--- src/rtl/indicador_necesidades_if.sv ---
// indicador_necesidades_if: need levels and care flags in, LED bars and buzzer out.
interface indicador_necesidades_if;
    logic [1:0] Nivel_Comida;
    logic [1:0] Nivel_Medicina;
    logic       Activo_Comida;
    logic       Activo_Medicina;
    logic [3:0] LED_Comida;
    logic [3:0] LED_Medicina;
    logic       Buzzer;
    logic       Alerta;
    modport master (
        output Nivel_Comida, Nivel_Medicina, Activo_Comida, Activo_Medicina,
        input  LED_Comida, LED_Medicina, Buzzer, Alerta
    );
    modport slave (
        input  Nivel_Comida, Nivel_Medicina, Activo_Comida, Activo_Medicina,
        output LED_Comida, LED_Medicina, Buzzer, Alerta
    );
endinterface

--- src/rtl/indicador_necesidades.sv ---
// indicador_necesidades: need level bars with critical blink and a beep burst on each new critical need.
// Define BUZZER_EN to build the alert FSM and arming logic; otherwise Buzzer and Alerta stay 0.
module indicador_necesidades #(
    parameter int CLK_HZ      = 50_000_000,
    parameter int BLINK_HZ    = 2,
    parameter int ALERT_BEEPS = 3
) (
    input logic clk,
    input logic reset,
    indicador_necesidades_if.slave bus
);
    localparam int HALF = CLK_HZ / (2 * BLINK_HZ);
    localparam int CW   = $clog2(HALF);
    if (HALF < 2 || ALERT_BEEPS < 1 || ALERT_BEEPS > 15) begin : g_bad_params
        $error("indicador_necesidades: HALF must be >= 2 and ALERT_BEEPS in 1..15");
    end
    logic [CW-1:0] cnt;
    logic          fase;
    function automatic logic [3:0] barra(input logic act, input logic [1:0] lvl, input logic f);
        return act ? 4'b1111 : lvl == 2'd3 ? 4'b0111 : lvl == 2'd2 ? 4'b0011 :
               lvl == 2'd1 ? 4'b0001 : {3'b000, f};
    endfunction
    always_ff @(posedge clk) begin
        if (reset) begin
            cnt              <= '0;
            fase             <= 1'b0;
            bus.LED_Comida   <= '0;
            bus.LED_Medicina <= '0;
        end else begin
            cnt              <= cnt == CW'(HALF - 1) ? '0 : cnt + 1'b1;
            fase             <= cnt == CW'(HALF - 1) ? ~fase : fase;
            bus.LED_Comida   <= barra(bus.Activo_Comida, bus.Nivel_Comida, fase);
            bus.LED_Medicina <= barra(bus.Activo_Medicina, bus.Nivel_Medicina, fase);
        end
    end
`ifdef BUZZER_EN
    typedef enum logic [1:0] {IDLE, BEEP_ON, BEEP_OFF} estado_t;
    estado_t       estado, estado_n;
    logic [CW-1:0] ph, ph_n;
    logic [3:0]    beeps, beeps_n;
    logic          armado_c, armado_m;
    logic          trig_c, trig_m;
    assign trig_c = bus.Nivel_Comida == 2'd0 && armado_c && !bus.Activo_Comida;
    assign trig_m = bus.Nivel_Medicina == 2'd0 && armado_m && !bus.Activo_Medicina;
    always_comb begin
        estado_n = estado;
        ph_n     = ph;
        beeps_n  = beeps;
        if (estado == IDLE) begin
            if (trig_c || trig_m) begin
                estado_n = BEEP_ON;
                ph_n     = '0;
                beeps_n  = '0;
            end
        end else if (bus.Activo_Comida || bus.Activo_Medicina) begin
            estado_n = IDLE;
        end else if (ph == CW'(HALF - 1)) begin
            ph_n     = '0;
            beeps_n  = estado == BEEP_OFF ? beeps + 4'd1 : beeps;
            estado_n = estado == BEEP_ON ? BEEP_OFF : beeps_n == 4'(ALERT_BEEPS) ? IDLE : BEEP_ON;
        end else begin
            ph_n = ph + 1'b1;
        end
    end
    // Outputs decode the current state, so they trail the state register by one edge.
    always_ff @(posedge clk) begin
        if (reset) begin
            estado     <= IDLE;
            ph         <= '0;
            beeps      <= '0;
            armado_c   <= 1'b1;
            armado_m   <= 1'b1;
            bus.Buzzer <= 1'b0;
            bus.Alerta <= 1'b0;
        end else begin
            estado     <= estado_n;
            ph         <= ph_n;
            beeps      <= beeps_n;
            armado_c   <= bus.Nivel_Comida != 2'd0 ? 1'b1 : trig_c ? 1'b0 : armado_c;
            armado_m   <= bus.Nivel_Medicina != 2'd0 ? 1'b1 : trig_m ? 1'b0 : armado_m;
            bus.Buzzer <= estado == BEEP_ON;
            bus.Alerta <= estado != IDLE;
        end
    end
`else
    assign bus.Buzzer = 1'b0;
    assign bus.Alerta = 1'b0;
`endif
endmodule

--- src/flat_wrapper.sv ---
// flat-port wrapper written by rule: the top's interface ports become plain ports
module indicador_necesidades_flat 
#(
    parameter int CLK_HZ      = 50_000_000,
    parameter int BLINK_HZ    = 2,
    parameter int ALERT_BEEPS = 3
)
  (clk, reset, bus_Nivel_Comida, bus_Nivel_Medicina, bus_Activo_Comida, bus_Activo_Medicina, bus_LED_Comida, bus_LED_Medicina, bus_Buzzer, bus_Alerta);
  indicador_necesidades_if bus_i ();
  input logic clk;
  input logic reset;
  input wire logic [$bits(bus_i.Nivel_Comida)-1:0] bus_Nivel_Comida;
  input wire logic [$bits(bus_i.Nivel_Medicina)-1:0] bus_Nivel_Medicina;
  input wire logic [$bits(bus_i.Activo_Comida)-1:0] bus_Activo_Comida;
  input wire logic [$bits(bus_i.Activo_Medicina)-1:0] bus_Activo_Medicina;
  output wire logic [$bits(bus_i.LED_Comida)-1:0] bus_LED_Comida;
  output wire logic [$bits(bus_i.LED_Medicina)-1:0] bus_LED_Medicina;
  output wire logic [$bits(bus_i.Buzzer)-1:0] bus_Buzzer;
  output wire logic [$bits(bus_i.Alerta)-1:0] bus_Alerta;
  assign bus_i.Nivel_Comida = bus_Nivel_Comida;
  assign bus_i.Nivel_Medicina = bus_Nivel_Medicina;
  assign bus_i.Activo_Comida = bus_Activo_Comida;
  assign bus_i.Activo_Medicina = bus_Activo_Medicina;
  assign bus_LED_Comida = bus_i.LED_Comida;
  assign bus_LED_Medicina = bus_i.LED_Medicina;
  assign bus_Buzzer = bus_i.Buzzer;
  assign bus_Alerta = bus_i.Alerta;
  indicador_necesidades #(.CLK_HZ(CLK_HZ), .BLINK_HZ(BLINK_HZ), .ALERT_BEEPS(ALERT_BEEPS)) u_core (.clk(clk), .reset(reset), .bus(bus_i));
endmodule
--- config.mk ---
export PLATFORM = sky130hd
export DESIGN_NAME = indicador_necesidades_flat
export DESIGN_NICKNAME = d
export VERILOG_FILES = /design/src/rtl/indicador_necesidades_if.sv /design/src/rtl/indicador_necesidades.sv /design/src/flat_wrapper.sv
export SDC_FILE = /design/constraint.sdc
export NUM_CORES = 1
export LEC_CHECK = 0
export ABC_AREA = 1
export BUFFER_PORTS_ARGS = -buffer_cell sky130_fd_sc_hd__buf_2
export CAP_MARGIN = 40
export CELL_PAD_IN_SITES_DETAIL_PLACEMENT = 0
export CELL_PAD_IN_SITES_GLOBAL_PLACEMENT = 2
export CORE_MARGIN = 1.5
export CORE_UTILIZATION = 32
export CTS_CLUSTER_SIZE = 24
export DETAILED_ROUTE_END_ITERATION = 8
export PLACE_DENSITY_LB_ADDON = 0.1
export SLEW_MARGIN = 10
export SYNTH_ARGS = -nofsm -noshare
export SYNTH_HDL_FRONTEND = slang
export SYNTH_SLANG_ARGS = --single-unit
--- constraint.sdc ---
create_clock -name clk -period 1.39 [get_ports clk]
set_input_delay 0.2085 -clock clk [delete_from_list [all_inputs] [get_ports clk]]
set_output_delay 0.2085 -clock clk [all_outputs]
set_load 0.1 [all_outputs]
==> impl_metrics.csv <==
group,metric,value,unit
run_status,run_status,"completed",
finish,area_delta_synth_final,24.0,%
synthesis,yosysUniqueCellTypes,25,
pwr,peakVddDrop,0.624,mV
synthesis,synthMuxAreaShare,0,%
grt,met2_usage,23.2,%
synthesis,yosys.area_share.xor_xnor,6.59,%
synthesis,synth_top_family_by_area,"simple AND/OR/NAND/NOR gates",
floorplanning,die_area,5420,sq um
finish,register_area,673,sq um
grt,antenna_found_initial,0,
drt,wl,3420,microns
synthesis,postSynthCellCount,224,
finish,fillCellCount,507,
synthesis,synth.avg_cell_area,7.12,sq um
grt,grt_pass1_wl,5760,microns
timing,setup_tns,0,ns
clocking,cts_tree,"done",
finish,drive_gt1_share,25.9,%
place,dp_hpwl,2600,microns
synthesis,ys_seq_area_share,41.4,%
flow_run,drv_cap,0,
floorplanning,initial_core_util,33.6,%
finish,multiInputGateArea,838,sq um
timing,worst_slack,0.0934,ns
synthesis,synth_compound_area_share,3.22,%
clocking,htreeDepth,2,
clocking,numCtsBuffers,5,
drt,wl_per_cell,10.6,microns
synthesis,yosysWarningCount,0,
grt,use_met1,17.6,%
grt,grt_start_max_net_pins,24,
clocking,cts_root_buf,"clkbuf_8",
clocking,cts_hold_buf,0,
critical_path,crit_required,1.62,ns
drt,firstDrtPassIters,4,
drt,drcViolationCount,0,
critical_path,worst_setup_path_end_kind,"flip-flop",
pwr,p_leak,0.830,nW
timing,post-route-min-period,1.30,ns
drt,num_vias,1329,
clocking,cts_sinks,33,
place,pre_cts_ws,0.000243,ns
timing,holdWs,0.148,ns
critical_path,start_kind,"flip-flop",
grt,grt_usage,14.4,%
critical_path,path_class,"reg2reg",
floorplanning,fp.dieW,73.6,microns
floorplanning,io_pins,18,
timing,rsz0062_at_grt,"true",
timing,finalHoldViolations,0,
timing,setup_viol,0,
timing,fin_crit_sh,93.3,%
pwr,p_seq_share,45.9,%
synthesis,synthAdderAreaFrac,0.784,%
timing,fmax,0.771,GHz
place,io_buffers,15,
grt,gr-total-overflow,0,
drt,via_per_inst,4.13,
pwr,combPwrFrac,10.1,%
clocking,clock_path_buffers,2,
floorplanning,die_h,73.6,microns
timing,drv_slew,0,
clocking,clk_pin_slew_worst_paths,0.07,ns
grt,busiest_layer,"met2",
drt,ant_nets,0,
synthesis,synthSimpleGateAreaFrac,38.6,%
pwr,switching_share,25.4,%
grt,met3_usage,3.98,%
timing,clock_skew,0.00698,ns
hold_path,hp-class,"in2reg",
finish,nNetsFinal,263,
pwr,p_int,1.59,mW
place,gp_congestion,0.717,
synthesis,synthesis.area,1600,sq um
clocking,insertion_delay,0.29,ns
critical_path,worst-endpoint-arrival,1.52,ns
pwr,p_per_area,1080,nW/um^2
pwr,p_sw,0.542,mW
finish,antennaDiodeCount,0,
drt,drt_iter0_drc,40,
critical_path,path_max_fanout,5,
grt,grt_pass1_vias,1269,
synthesis,ys_seq_elements,33,
pwr,clkPwrFrac,44.1,%
floorplanning,num_rows,25,
floorplanning,coreArea,4750,sq um
## cell usage after synthesis
master	count	area, sq um
inv_1	28	105
xnor2_1	6	52.6
ha_1	1	12.5
dfxtp_1	33	661
nand3_2	1	10.0
xor2_1	6	52.6
a21oi_2	1	8.76
buf_6	2	22.5
buf_4	2	15.0
inv_2	1	3.75
nand3_1	15	75.1
conb_1	1	3.75
nand4_1	1	6.26
nor3_1	1	5.00
o21bai_1	1	7.51
nand2_2	3	18.8
nor2_1	51	191
nand2_1	51	191
nor2_2	4	25.0
nand3b_1	1	7.51
or2_0	1	6.26
nor2_4	6	67.6
nand2_4	1	11.3
a21oi_1	4	20.0
o21a_1	2	15.0
## power groups by stage
| stage | combinational [mW] | clock, mW | sequential (mW) |
|---|---|---|---|
| 6_report | 0.215 | 0.939 | 0.978 |
| 3_3_place_gp | 0.210 | 0 | 0.996 |
| 2_1_floorplan | 0.0696 | 0 | 1.10 |
| 4_1_cts | 0.211 | 0.978 | 0.975 |
| 5_1_grt | 0.226 | 1.02 | 0.979 |
| 3_5_place_dp | 0.209 | 0 | 0.996 |
## kinds of logic after synthesis
logic type,count (synthesis)
xor gates and xnor gates,12
adders and majority gates,1
DFF,33
and+or+nand+nor,136
buffers and inverters,33
AOI/OAI and AO/OA,8
other,1
## cell usage in the layout (no fill, tap or decap), types with 2 or more instances in the layout
cell,Yosys,routed
nand3_1,15,14
dfxtp_1,33,25
inv_1,28,28
a21oi_1,4,4
clkbuf_8,0,6
conb_1,1,2
nand2_2,3,5
nor2_2,4,7
dfxtp_2,0,7
o21a_1,2,2
nor2_1,51,47
xnor2_1,6,6
xor2_1,6,6
nor2_4,6,7
buf_4,2,11
nand3_2,1,2
buf_2,0,15
nand2_1,51,49
## worst paths after layout
check | startpoint | to | slack, ns | depth (start not counted)
worst min register to register | u_core.cnt[23] | u_core.cnt[23] | 0.50 | 2
worst max register to register | u_core.cnt[1] | u_core.cnt[20] | 0.09 | 9
worst min-delay path | bus_Activo_Medicina | u_core.bus.LED_Medicina[3] | 0.15 | 3
worst max-delay path | u_core.cnt[1] | u_core.cnt[20] | 0.09 | 9
## through the flow
stage                     std cells  total power [mW]  utilization, %  cell area [sq um]
after floorplan                 225              1.17               -               1600
after global placement          314              1.21            37.9               1800
after detailed placement        314              1.21            37.9               1800
after CTS                       322              2.16            40.6               1930
after global routing            322              2.22            41.6               1980
final                           322              2.13            41.6               1980
## timing repair
item | 4_1_cts | 5_1_grt
setup buffers | 0 | 0
endpoints found under the setup margin | 5 | 25
gates resized for setup | 2 | 18
pin swaps | 0 | 7
## state kept, by name, summed over array words and instances (netlist names)
register	count
u_core.fase	1
u_core.bus.LED_Medicina	4
u_core.bus.LED_Comida	4
u_core.cnt	24
## area by class of cell
| class | count | area share, % |
|---|---|---|
| Multi-Input combinational cell | 159 | 42.4 |
| Sequential cell | 33 | 34.0 |
| Timing Repair Buffer | 26 | 7.97 |
| Inverter | 29 | 5.50 |
| Clock buffer | 7 | 4.36 |
| Tap cell | 67 | 4.24 |
| Clock inverter | 1 | 1.52 |
## layer usage
metal  vias up  part of all wire (%)  wire length [microns]
met5         -                     0                      0
met3         5                   3.8                    129
li1        731                     -                      -
met4         0                   2.0                     67
met2        22                    46                   1560
met1       571                    49                   1660
## critical path: stages, from the launching register on
cell	delay, ns
dfxtp_2	0.35
ha_4	0.16
nand2_2	0.08
nor2_4	0.12
nand2_2	0.08
nor2_4	0.16
nand2_1	0.07
nand2_1	0.06
nand2_1	0.05
nor2_1	0.10
Power figures use the tool's default switching activity.
